[src/rtl/tiny_cpu_sequencer_if.sv]
// Control/status bundle between the tiny_cpu sequencer and its datapath.
// The sequencer takes the master side; the datapath (or a bench) takes the slave side.
interface tiny_cpu_sequencer_if;
  logic [31:0] instr;
  logic        branch_taken;
  logic        mem_ready;
  logic        mem_req;
  logic        mem_we;
  logic        mem_addr_sel;
  logic        ir_we;
  logic        pc_we;
  logic        pc_sel;
  logic        rf_we;
  logic [1:0]  wb_sel;
  logic        alu_src_imm;

  modport master (
    input  instr, branch_taken, mem_ready,
    output mem_req, mem_we, mem_addr_sel, ir_we, pc_we, pc_sel,
           rf_we, wb_sel, alu_src_imm
  );

  modport slave (
    output instr, branch_taken, mem_ready,
    input  mem_req, mem_we, mem_addr_sel, ir_we, pc_we, pc_sel,
           rf_we, wb_sel, alu_src_imm
  );
endinterface

[src/rtl/tiny_cpu_sequencer.sv]
// Multi-cycle fetch/decode/execute/mem/writeback controller for the tiny_cpu
// RV32I subset, with a step-tick divider, retired-instruction counter and halt status.
module tiny_cpu_sequencer #(
  parameter int TICK_DIV    = 1,
  parameter int MEM_TIMEOUT = 15
) (
  input  logic                 CLK,
  input  logic                 RESETN,
  input  logic                 run,
  tiny_cpu_sequencer_if.master bus,
  output logic [2:0]           state,
  output logic                 halted,
  output logic                 illegal,
  output logic                 timeout,
  output logic [15:0]          instret
);

  typedef enum logic [2:0] {
    S_IDLE   = 3'd0,
    S_FETCH  = 3'd1,
    S_DECODE = 3'd2,
    S_EXEC   = 3'd3,
    S_MEM    = 3'd4,
    S_WB     = 3'd5,
    S_HALT   = 3'd6
  } state_t;

  localparam logic [6:0]  OPC_OP     = 7'b0110011;
  localparam logic [6:0]  OPC_OP_IMM = 7'b0010011;
  localparam logic [6:0]  OPC_LOAD   = 7'b0000011;
  localparam logic [6:0]  OPC_STORE  = 7'b0100011;
  localparam logic [6:0]  OPC_BRANCH = 7'b1100011;
  localparam logic [6:0]  OPC_JAL    = 7'b1101111;
  localparam logic [31:0] INSN_EBREAK = 32'h0010_0073;

  localparam int TCW = (TICK_DIV > 1) ? $clog2(TICK_DIV) : 1;
  localparam int OCW = (MEM_TIMEOUT > 1) ? $clog2(MEM_TIMEOUT) : 1;

  localparam logic [1:0] WB_ALU = 2'd0;
  localparam logic [1:0] WB_MEM = 2'd1;
  localparam logic [1:0] WB_PC4 = 2'd2;

  state_t           cur_state;
  state_t           nxt_state;
  logic [TCW-1:0]   tick_cnt;
  logic             tick;
  logic [OCW-1:0]   wait_cnt;
  logic             waiting;
  logic             wait_expire;
  logic             retire;
  logic             set_halt;
  logic             set_illegal;
  logic             set_timeout;
  state_t           after_retire;

  // Opcode classification of the current IR.
  logic [6:0] opcode;
  logic [4:0] rd;
  logic       is_op, is_op_imm, is_load, is_store, is_branch, is_jal;
  logic       is_ebreak, is_legal;

  assign opcode    = bus.instr[6:0];
  assign rd        = bus.instr[11:7];
  assign is_op     = (opcode == OPC_OP);
  assign is_op_imm = (opcode == OPC_OP_IMM);
  assign is_load   = (opcode == OPC_LOAD);
  assign is_store  = (opcode == OPC_STORE);
  assign is_branch = (opcode == OPC_BRANCH);
  assign is_jal    = (opcode == OPC_JAL);
  assign is_ebreak = (bus.instr == INSN_EBREAK);
  assign is_legal  = is_op | is_op_imm | is_load | is_store | is_branch | is_jal;

  assign tick = (tick_cnt == TCW'(TICK_DIV - 1));

  // A wait tick is one spent in a memory state without completion; the
  // MEM_TIMEOUT-th such tick is the one that gives up.
  assign waiting     = tick && !bus.mem_ready &&
                       ((cur_state == S_FETCH) || (cur_state == S_MEM));
  assign wait_expire = waiting && (wait_cnt == OCW'(MEM_TIMEOUT - 1));

  assign after_retire = run ? S_FETCH : S_IDLE;
  assign state        = cur_state;

  // NOTE: sequential state uses non-blocking (<=) so every register samples
  // pre-edge values; combinational blocks below use blocking (=).
  always_ff @(posedge CLK or negedge RESETN) begin
    if (!RESETN) begin
      cur_state <= S_IDLE;
      tick_cnt  <= '0;
      wait_cnt  <= '0;
      instret   <= '0;
      halted    <= 1'b0;
      illegal   <= 1'b0;
      timeout   <= 1'b0;
    end else begin
      cur_state <= nxt_state;
      tick_cnt  <= tick ? '0 : tick_cnt + 1'b1;

      if (nxt_state != cur_state) begin
        wait_cnt <= '0;
      end else if (waiting) begin
        wait_cnt <= wait_cnt + 1'b1;
      end

      instret <= instret + {15'd0, retire};
      halted  <= halted  | set_halt;
      illegal <= illegal | set_illegal;
      timeout <= timeout | set_timeout;
    end
  end

  // NOTE: every output of this block gets a default first, so no path can
  // leave a signal unassigned and infer a latch.
  always_comb begin
    nxt_state        = cur_state;
    bus.mem_req      = 1'b0;
    bus.mem_we       = 1'b0;
    bus.mem_addr_sel = 1'b0;
    bus.ir_we        = 1'b0;
    bus.pc_we        = 1'b0;
    bus.pc_sel       = 1'b0;
    bus.rf_we        = 1'b0;
    bus.wb_sel       = WB_ALU;
    bus.alu_src_imm  = 1'b0;
    retire           = 1'b0;
    set_halt         = 1'b0;
    set_illegal      = 1'b0;
    set_timeout      = 1'b0;

    unique case (cur_state)
      S_IDLE: begin
        if (tick && run) nxt_state = S_FETCH;
      end

      S_FETCH: begin
        bus.mem_req = 1'b1;
        if (tick) begin
          if (bus.mem_ready) begin
            bus.ir_we = 1'b1;
            nxt_state = S_DECODE;
          end else if (wait_expire) begin
            nxt_state   = S_HALT;
            set_halt    = 1'b1;
            set_timeout = 1'b1;
          end
        end
      end

      S_DECODE: begin
        if (tick) begin
          if (is_ebreak) begin
            nxt_state = S_HALT;
            set_halt  = 1'b1;
          end else if (is_legal) begin
            nxt_state = S_EXEC;
          end else begin
            nxt_state   = S_HALT;
            set_halt    = 1'b1;
            set_illegal = 1'b1;
          end
        end
      end

      S_EXEC: begin
        bus.alu_src_imm = is_op_imm | is_load | is_store;
        bus.pc_sel      = is_branch & bus.branch_taken;
        if (tick) begin
          if (is_load || is_store) begin
            nxt_state = S_MEM;
          end else if (is_branch) begin
            bus.pc_we = 1'b1;
            retire    = 1'b1;
            nxt_state = after_retire;
          end else begin
            nxt_state = S_WB;
          end
        end
      end

      S_MEM: begin
        bus.mem_req      = 1'b1;
        bus.mem_addr_sel = 1'b1;
        bus.mem_we       = is_store;
        if (tick) begin
          if (bus.mem_ready) begin
            if (is_store) begin
              bus.pc_we = 1'b1;
              retire    = 1'b1;
              nxt_state = after_retire;
            end else begin
              nxt_state = S_WB;
            end
          end else if (wait_expire) begin
            nxt_state   = S_HALT;
            set_halt    = 1'b1;
            set_timeout = 1'b1;
          end
        end
      end

      S_WB: begin
        bus.wb_sel = is_load ? WB_MEM : (is_jal ? WB_PC4 : WB_ALU);
        bus.pc_sel = is_jal;
        if (tick) begin
          bus.rf_we = (rd != 5'd0);
          bus.pc_we = 1'b1;
          retire    = 1'b1;
          nxt_state = after_retire;
        end
      end

      S_HALT: begin
        nxt_state = S_HALT;
      end

      default: begin
        nxt_state = S_IDLE;
      end
    endcase
  end

endmodule

[src/flat_wrapper.sv]
// flat-port wrapper written by rule: the top's interface ports become plain ports
module tiny_cpu_sequencer_flat 
#(
  parameter int TICK_DIV    = 1,
  parameter int MEM_TIMEOUT = 15
)
  (CLK, RESETN, run, state, halted, illegal, timeout, instret, bus_instr, bus_branch_taken, bus_mem_ready, bus_mem_req, bus_mem_we, bus_mem_addr_sel, bus_ir_we, bus_pc_we, bus_pc_sel, bus_rf_we, bus_wb_sel, bus_alu_src_imm);
  tiny_cpu_sequencer_if bus_i ();
  input  logic CLK;
  input  logic RESETN;
  input  logic run;
  output logic [2:0] state;
  output logic halted;
  output logic illegal;
  output logic timeout;
  output logic [15:0] instret;
  input wire logic [$bits(bus_i.instr)-1:0] bus_instr;
  input wire logic [$bits(bus_i.branch_taken)-1:0] bus_branch_taken;
  input wire logic [$bits(bus_i.mem_ready)-1:0] bus_mem_ready;
  output wire logic [$bits(bus_i.mem_req)-1:0] bus_mem_req;
  output wire logic [$bits(bus_i.mem_we)-1:0] bus_mem_we;
  output wire logic [$bits(bus_i.mem_addr_sel)-1:0] bus_mem_addr_sel;
  output wire logic [$bits(bus_i.ir_we)-1:0] bus_ir_we;
  output wire logic [$bits(bus_i.pc_we)-1:0] bus_pc_we;
  output wire logic [$bits(bus_i.pc_sel)-1:0] bus_pc_sel;
  output wire logic [$bits(bus_i.rf_we)-1:0] bus_rf_we;
  output wire logic [$bits(bus_i.wb_sel)-1:0] bus_wb_sel;
  output wire logic [$bits(bus_i.alu_src_imm)-1:0] bus_alu_src_imm;
  assign bus_i.instr = bus_instr;
  assign bus_i.branch_taken = bus_branch_taken;
  assign bus_i.mem_ready = bus_mem_ready;
  assign bus_mem_req = bus_i.mem_req;
  assign bus_mem_we = bus_i.mem_we;
  assign bus_mem_addr_sel = bus_i.mem_addr_sel;
  assign bus_ir_we = bus_i.ir_we;
  assign bus_pc_we = bus_i.pc_we;
  assign bus_pc_sel = bus_i.pc_sel;
  assign bus_rf_we = bus_i.rf_we;
  assign bus_wb_sel = bus_i.wb_sel;
  assign bus_alu_src_imm = bus_i.alu_src_imm;
  tiny_cpu_sequencer #(.TICK_DIV(TICK_DIV), .MEM_TIMEOUT(MEM_TIMEOUT)) u_core (.CLK(CLK), .RESETN(RESETN), .run(run), .bus(bus_i), .state(state), .halted(halted), .illegal(illegal), .timeout(timeout), .instret(instret));
endmodule
[config.mk]
export PLATFORM = sky130hd
export DESIGN_NAME = tiny_cpu_sequencer_flat
export DESIGN_NICKNAME = d
export VERILOG_FILES = /design/src/rtl/tiny_cpu_sequencer_if.sv /design/src/rtl/tiny_cpu_sequencer.sv /design/src/flat_wrapper.sv
export SDC_FILE = /design/constraint.sdc
export NUM_CORES = 1
export LEC_CHECK = 0
export CAP_MARGIN = 10
export CORE_MARGIN = 10
export CORE_UTILIZATION = 47
export CTS_BUF_LIST = sky130_fd_sc_hd__clkbuf_8
export DETAILED_ROUTE_END_ITERATION = 8
export PLACE_DENSITY = 0.95
export REMOVE_ABC_BUFFERS = 1
export SYNTH_ARGS = -nofsm -noshare
export SYNTH_HDL_FRONTEND = slang
export SYNTH_SLANG_ARGS = --single-unit
[constraint.sdc]
create_clock -name CLK -period 3.43 [get_ports CLK]
set_input_delay 0.343 -clock CLK [delete_from_list [all_inputs] [get_ports CLK]]
set_output_delay 0.343 -clock CLK [all_outputs]
set_load 0.05 [all_outputs]
=== Yosys cells after proc, flatten, opt, wreduce, memory -nomap -nowiden ===
Index checks and enable logic that the tools add are counted.

* Bits in registers: 27
* Output and inout bits: 32
* Logic and storage cells: 99

* Add/sub/neg operators: 3
* Equality and inequality tests: 15
* Muxes and demuxes: 51
* Bitwise operators: 12
* Reductions and logical operators: 11

{| class="wikitable"
|+ Operators by type and width
! cell !! number
|-
| $mux 3 || 14
|-
| $eq 32x21->1 const B || 1
|-
| $mux 1 || 28
|-
| $pmux 3 s7 || 1
|-
| $add 16x1->16 || 1
|-
| $eq 7x6->1 const B || 2
|-
| $eq 7x7->1 const B || 2
|-
| $or 1x1->1 || 10
|-
| $eq 3x3->1 const B || 3
|-
| $mux 4 || 2
|-
| $eq 7x2->1 const B || 1
|-
| $eq 7x5->1 const B || 1
|-
| $eq 3x2->1 const B || 2
|-
| $mux 2 || 3
|-
| $reduce_bool 5->1 || 1
|-
| $add 4x1->4 const B || 1
|-
| $eq 4x4->1 const B || 1
|-
| $logic_and 1x1->1 || 4
|-
| $pmux 1 s2 || 2
|-
| $eq 3x1->1 const B || 1
|-
| $logic_not 3->1 || 1
|-
| $ne 3x3->1 || 1
|-
| $pmux 1 s3 || 1
|-
| $logic_or 1x1->1 || 2
|-
| 6 further kinds || 6
|}

=== Depth between registers and ports, before layout ===
Gate-level depths: netlist (run 1).

* Depth after elaboration: 12
* Gate-level depth with buffers: 10
* Mapped depth without buffers: 10

=== Worst setup path before layout (run 1) ===
Ideal clock, no wire load.

* Path type: reg-to-reg
* From: reg u_core.cur_state[2], in the netlist u_core.state[2]
* To: reg u_core.instret[12]
* Library setup time: 0.082 ns
* Arrival time: 3.594 ns
* Data required time: 3.348 ns
* Slack: -0.246 ns
* Stages on the path, launching flop included: 10
* Path buffers: 1
* Path through: dfrtp_1 > buf_2 > inv_1 > o32ai_1 > ha_1 > ha_1 > nand2_1 > or2_1 > nor2_1 > xor2_1

* Cells in the longest elaborated chain, start to end: 3
* Elaborated cells on any way between the ends: 5

{| class="wikitable"
|+ Ends and longest elaborated chain
! element !! RTL line !! source
|-
| from (decl) || tiny_cpu_sequencer.sv:43 || <nowiki>state_t cur_state;</nowiki>
|-
| from (signal assigned) || tiny_cpu_sequencer.sv:96 || <nowiki>cur_state <= nxt_state;</nowiki>
|-
| $eq 3x3->1 or $eq 3x2->1 (tied branches) || - ||
|-
| $pmux 1 s3 * || - ||
|-
| named net bus_pc_we || flat_wrapper.sv:24 || <nowiki>output wire logic [$bits(bus_i.pc_we)-1:0] bus_pc_we;</nowiki>
|-
| $add 16x1->16 * || tiny_cpu_sequencer.sv:105 || <nowiki>instret <= instret + {15'd0, retire};</nowiki>
|-
| to (signal assigned) || tiny_cpu_sequencer.sv:105 ||
|-
| to (decl) || tiny_cpu_sequencer.sv:15 || <nowiki>output logic [15:0] instret</nowiki>
|}

Mark *: on every way through the listed nets, which the timed path passes. The rest lies on a longest branch.
A chain may end at the register's enable or synchronous reset.

=== Final worst setup path (run 1) ===
* From: reg u_core.cur_state[0], in the netlist u_core.state[0]
* To: out bus_pc_sel

* Cells in the longest elaborated chain, start to end: 2
* Elaborated cells on any way between the ends: 3

{| class="wikitable"
|+ Ends and longest elaborated chain
! element !! RTL line !! source
|-
| $eq 3x3->1 or $eq 3x2->1 (tied branches) || tiny_cpu_sequencer.sv:130 || <nowiki>unique case (cur_state)</nowiki>
|-
| $pmux 1 s2 * || tiny_cpu_sequencer.sv:130 ||
|-
| to (decl) || flat_wrapper.sv:25 || <nowiki>output wire logic [$bits(bus_i.pc_sel)-1:0] bus_pc_sel;</nowiki>
|}

Mark *: on every way between the ends. The rest lies on a longest branch, timed or not.

==> results of run 1 <==
==> logic make-up (layout without fill, tap and decap cells) <==
group	after synthesis	count (layout)	synth area share, %
AO/OA/AOI/OAI	22	22	10.7
XOR/XNOR	18	18	9.94
AND/OR/NAND/NOR	80	80	31.2
multiplexers	2	2	1.26
adder cells (fa/ha/maj)	4	4	3.16
flip-flops	26	26	41.0
buffers and inverters	10	80	2.68
==> per-stage QoR <==
stage                     hold WS, ns  total power (W)
after global routing            0.473          0.00149
after CTS                       0.491          0.00142
after global placement          0.459          0.00115
final                           0.450          0.00142
after detailed placement        0.462          0.00117
after floorplan                0.0474         0.000899
==> sequential cells by signal (all words and copies together) (netlist names) <==
register and cells:
u_core.halted 1, u_core.instret 16, u_core.timeout 1, u_core.wait_cnt 4, u_core.illegal 1, u_core.state 3
==> per-layer routing <==
layer / up-vias / track usage, % / routed length, um
met4: 0 / 3.05 / 57
met5: - / 0 / 0
met3: 8 / 6.04 / 430
met1: 743 / 14.8 / 1650
li1: 741 / - / -
met2: 70 / 26.9 / 2470
==> worst paths after layout <==
path	slack [ns]	end	cells past startpoint	startpoint
setup reg to reg	0.80	u_core.instret[12]	9	u_core.state[0]
min in group CLK	0.48	u_core.instret[15]	1	u_core.instret[15]
max in group asynchronous	2.48	u_core.instret[12]	2	RESETN
hold / removal	0.45	u_core.instret[13]	1	RESETN
setup / recovery	0.43	bus_pc_sel	5	u_core.state[0]
hold reg to reg	0.48	u_core.instret[15]	1	u_core.instret[15]
==> area by class of cell <==
cell class	count	area share [%]
Clock inverter	1	1.25
Multi-Input combinational cell	126	37.2
Sequential cell	26	27.1
Inverter	5	0.782
Tap cell	46	2.40
Clock buffer	3	1.72
Timing Repair Buffer	71	29.6
==> report_power, final <==
| group | total, W | internal, W | switching, W |
|---|---|---|---|
| registers | 0.000442 | 0.000355 | 0.0000878 |
| logic | 0.000731 | 0.000273 | 0.000458 |
| clock network | 0.000246 | 0.000156 | 0.0000896 |
| total | 0.00142 | 0.000783 | 0.000635 |
==> layout by cell type, fill, tap and decap left out, types with 6 or more instances in the layout <==
cell	count
a211oi_1	6
clkdlybuf4s50_1	68
dfrtp_1	26
nand2_1	12
nand3_1	8
nand4_1	8
nor2_1	12
nor4_1	7
xnor2_1	13
==> metrics.csv, run 1 <==
metric,value,unit
grt_pass1_vias,1564,
p_leak,0.931,nW
drt_wl_total,4.61,mm
cpLargestDelayFamily,simple AND/OR/NAND/NOR gates,
max-slew-margin-rel,57.7,%
syn_inst,162,
max_stage_delay,0.81,ns
synthArstFlopShare,100,%
route.detailed.drc,0,
viasPerCell,5.62,
critPathLaunchType,register,
cp_slowest_cell,clkdlybuf4s50_1,
cts_made_buffers,3,
skew,0.00134,ns
synthTopCellsByArea,"dfrtp_1 41%, xnor2_1 7.2%, ha_1 3.2%, nand4_1 3.2%, a211oi_1 2.8%",
ir_drop,0.000382,V
path_buf_inv,1,
core_area,3280,um2
drt_iter0_markers,73,
stdcell_count,278,
final_util,73.1,%
cts.repair.resized,0,
synth_area,1590,um2
cts.clk_slew.worst_paths,0.08,ns
min_period,3.00,ns
yosys.area.top_type,dfrtp_1,
maxCapViolations,0,
status,"complete, no violations",
hp-class,input port to asynchronous set/reset pin,
hold_violations,0,
final_area,2400,um2
die_height,78.1,um
place_worst_setup_slack,0.394,ns
ys_seq_area_share,41.0,%
grt_pass1_wl,7.44,mm
arrival,2.66,ns
register_area,651,um2
cp_max_fo,12,
drtPass1Iterations,4,
antenna_found_initial,0,
fmax,0.333,GHz
multi_input_area,892,um2
crit_required,3.09,ns
io_buffers,68,
rsz0062_at_grt,no,
place_area,2310,um2
slew_violations,0,
n_fill_cell,238,
num_vias,1562,
synth_ff_type,dfrtp_1,
clkLatencyLatePin,0.26,ns
antenna_left,0,
synth_cell_types,44,
synth-edff-count,0,
io_pins,69,
fp.dieArea,6100,um2
holdBufCountCts,0,
clk_path_buf_depth,2,
setup_violations,0,
antenna_cells,0,
crit_type,register to primary output,
grt.total_usage,14.5,%
avgSynthCellArea,9.79,um2
rows,21,
area_growth,51.5,%
grt_max_degree,27,
start_util,48.3,%
overflow,0,
timing.setup.tns,0,ns
place.gp.congestion,0.938,
synth_top_area_share,41.0,%
post-cts-setup-buffers,0,
die_x,78.1,um
wl_per_cell,16.6,um
dpl.cell_count,273,
period_share,87.4,%
htreeDepth,1,
cts_root_buf,clkbuf_8,
layout-drive-gt1-share,5.60,%
path_cells,nor2b_1 -> nand2_1 -> nor4_1 -> a21o_1 -> clkdlybuf4s50_1,
tightest_slew,0.630,ns
ys_top_cells_by_count,"26 x dfrtp_1, 13 x xnor2_1, 12 x nand2_1, 12 x nor2_1",
cts_sinks,26,
tritoncts,done,
timing.final.ws_setup,0.431,ns
cellPowerDensity,591,nW/um2
cp-end-kind,primary output,
synth.most_common_cell,dfrtp_1,
yosysWarnings,0,
fin_nets,274,
hpwl,3.68,mm
synth-seq-cells,26,
No activity file was read; power rests on OpenSTA's default activity.
==> run 2, diff against run 1 <==
--- a/config.mk
+++ b/config.mk
@@ -7,10 +7,10 @@
 export LEC_CHECK = 0
 export CAP_MARGIN = 10
 export CORE_MARGIN = 10
-export CORE_UTILIZATION = 47
+export CORE_UTILIZATION = 41
 export CTS_BUF_LIST = sky130_fd_sc_hd__clkbuf_8
 export DETAILED_ROUTE_END_ITERATION = 8
-export PLACE_DENSITY = 0.95
+export PLACE_DENSITY = 0.87
 export REMOVE_ABC_BUFFERS = 1
 export SYNTH_ARGS = -nofsm -noshare
 export SYNTH_HDL_FRONTEND = slang
==> run 2 against run 1 <==
Against the previous run:
- register-to-register slack improved by 0.05 ns
- worst setup slack lost 0.074 ns
- core utilization is 9.0 points lower
- maximum frequency is 2.4% lower
- clock-buffer cell count grew 1
- global-route usage down 0.75 points
- critical endpoint unchanged
- die area increased by 11%
- largest power group unchanged
- clock power is 20% lower
- critical path depth unchanged
- highest routed layer unchanged
- final area fell by 1.5%
- routed wire length fell by 2.1%
- via count shrank 3.1%
==> metrics.csv, run 2 (synthesized netlist as in run 1, its figures left out) <==
metric,value,unit,change
slew_violations,0,,unchanged
r2r-end,u_core.instret[12],,
whs,0.478,ns,+0.0283 ns
route.detailed.drc,0,,unchanged
start_util,43.0,%,-5.3 points
cellPowerDensity,573,nW/um2,-2.9%
r2r_cells,9,,unchanged
setup_violations,0,,unchanged
num_vias,1513,,-3.1%
grt_pass1_vias,1606,,+2.7%
holdBufCountCts,0,,unchanged
htreeDepth,1,,unchanged
overflow,0,,unchanged
io_buffers,68,,unchanged
cts_made_buffers,3,,unchanged
place.gp.congestion,0.819,,-13%
regMostFlops,u_core.instret,,
die_height,82.2,um,+5.3%
rows,22,,+4.8%
mostFrequentLayoutCell,clkdlybuf4s50_1,,
period_share,89.6,%,+2.1 points
r2r_setup_slack,0.85,ns,+0.05 ns
layout-drive-gt1-share,4.78,%,-0.82 points
final_cell_mix,"68 x clkdlybuf4s50_1, 26 x dfrtp_1, 13 x xnor2_1, 12 x nor2_1, 12 x nand2_1",,
ir_drop,0.000271,V,-29%
hold_end,u_core.instret[15],,
max-slew-margin-rel,25.5,%,-32 points
n_fill_cell,314,,+32%
cts_sinks,26,,unchanged
fmax,0.325,GHz,-2.4%
antenna_found_initial,0,,unchanged
drtPass1Iterations,4,,unchanged
crit_type,register to primary output,,
area_growth,49.2,%,
fp.dieArea,6750,um2,+11%
cp-end-kind,primary output,,
hold_violations,0,,unchanged
critPathLaunchType,register,,
hpwl,3.64,mm,-1.1%
wl_per_cell,16.2,um,-2.1%
clk_path_buf_depth,2,,unchanged
fin_nets,272,,-0.73%
cts_root_buf,clkbuf_8,,
tightest_slew,1.11,ns,+0.484 ns
arrival,2.73,ns,+0.07 ns
r2r-start,u_core.state[0],,
crit_required,3.09,ns,about the same
grt_max_degree,27,,unchanged
drt_iter0_markers,38,,-48%
antenna_left,0,,unchanged
post-cts-setup-buffers,0,,unchanged
rsz0062_at_grt,no,,
p_leak,0.912,nW,-2.1%
largest_reg_flops,16,,unchanged
grt_pass1_wl,7.22,mm,-2.9%
tritoncts,done,,
core_area,3690,um2,+12%
hp-class,register to register,,
cp_max_fo,12,,unchanged
die_x,82.2,um,+5.3%
cts.clk_slew.worst_paths,0.08,ns,about the same
io_pins,69,,unchanged
drt_wl_total,4.51,mm,-2.1%
skew,0.00174,ns,+0.000396 ns
min_from,u_core.instret[15],,
clkLatencyLatePin,0.27,ns,about the same
min_period,3.07,ns,+0.0737 ns
worstHoldPathCells,1,,
status,"complete, no violations",,
cts.repair.resized,0,,unchanged
power.total,0.00136,W,-4.4%
grt.total_usage,13.7,%,-0.75 points
viasPerCell,5.44,,-3.1%
maxCapViolations,0,,unchanged
antenna_cells,0,,unchanged
run 2: changes by cell type in the layout (fill, tap and decap cells not counted):
cell | previous run | this run
buf_4 | 2 | 1
buf_8 | 1 | 0
bufinv_16 | 1 | 0
clkbuf_8 | 3 | 4
run 2: critical path: stages (launching register included):
cell	delay, ns
dfrtp_1	0.57
nor2b_1	0.31
nand2_1	0.16
nor4_1	0.47
a21o_1	0.13
clkdlybuf4s50_1	0.81
run 2: power breakdown:
part | total (W) | internal, W | switching (W)
combinational | 0.000722 | 0.000269 | 0.000454
sequential | 0.000436 | 0.000355 | 0.0000816
clock | 0.000197 | 0.000103 | 0.0000946
run 2: how the worst max path moves through the flow:
stage                    startpoint                 end  slack, ns  depth (start not counted)
global placement       bus_instr[3]  u_core.instret[12]       0.50                         11
finish              u_core.state[0]          bus_pc_sel       0.36                          5
floorplan           u_core.state[2]  u_core.instret[12]      -0.22                          8
global route        u_core.state[0]          bus_pc_sel       0.21                          5
detailed placement     bus_instr[1]  u_core.instret[12]       0.40                         10
CTS                 u_core.state[0]          bus_pc_sel       0.38                          5
run 2: area by class of cell:
cell class,instances,area (um2),area share [%]
repair buffers,69,688,29.1
clock buffers,4,55.1,2.33
multi-input cells,126,892,37.7
well taps,48,60.1,2.54
inverters,5,18.8,0.794
flip-flops and latches,26,651,27.5
run 2: per-stage QoR:
stage               area, um2  cells  setup TNS [ns]  worst slack [ns]  util (%)
global route             2360    278               0             0.211      64.1
finish                   2360    278               0             0.357      64.1
CTS                      2360    278               0             0.376      64.1
global placement         2310    274               0             0.497      62.6
detailed placement       2310    274               0             0.399      62.6
floorplan                1560    157          -0.696            -0.216         -
run 2: metal layers:
| metal | wire length [um] | global-route usage (%) |
|---|---|---|
| met1 | 1790 | 14.1 |
| met2 | 2120 | 23.0 |
| met3 | 517 | 7.34 |
| met4 | 79 | 5.44 |
| met5 | 0 | 0 |
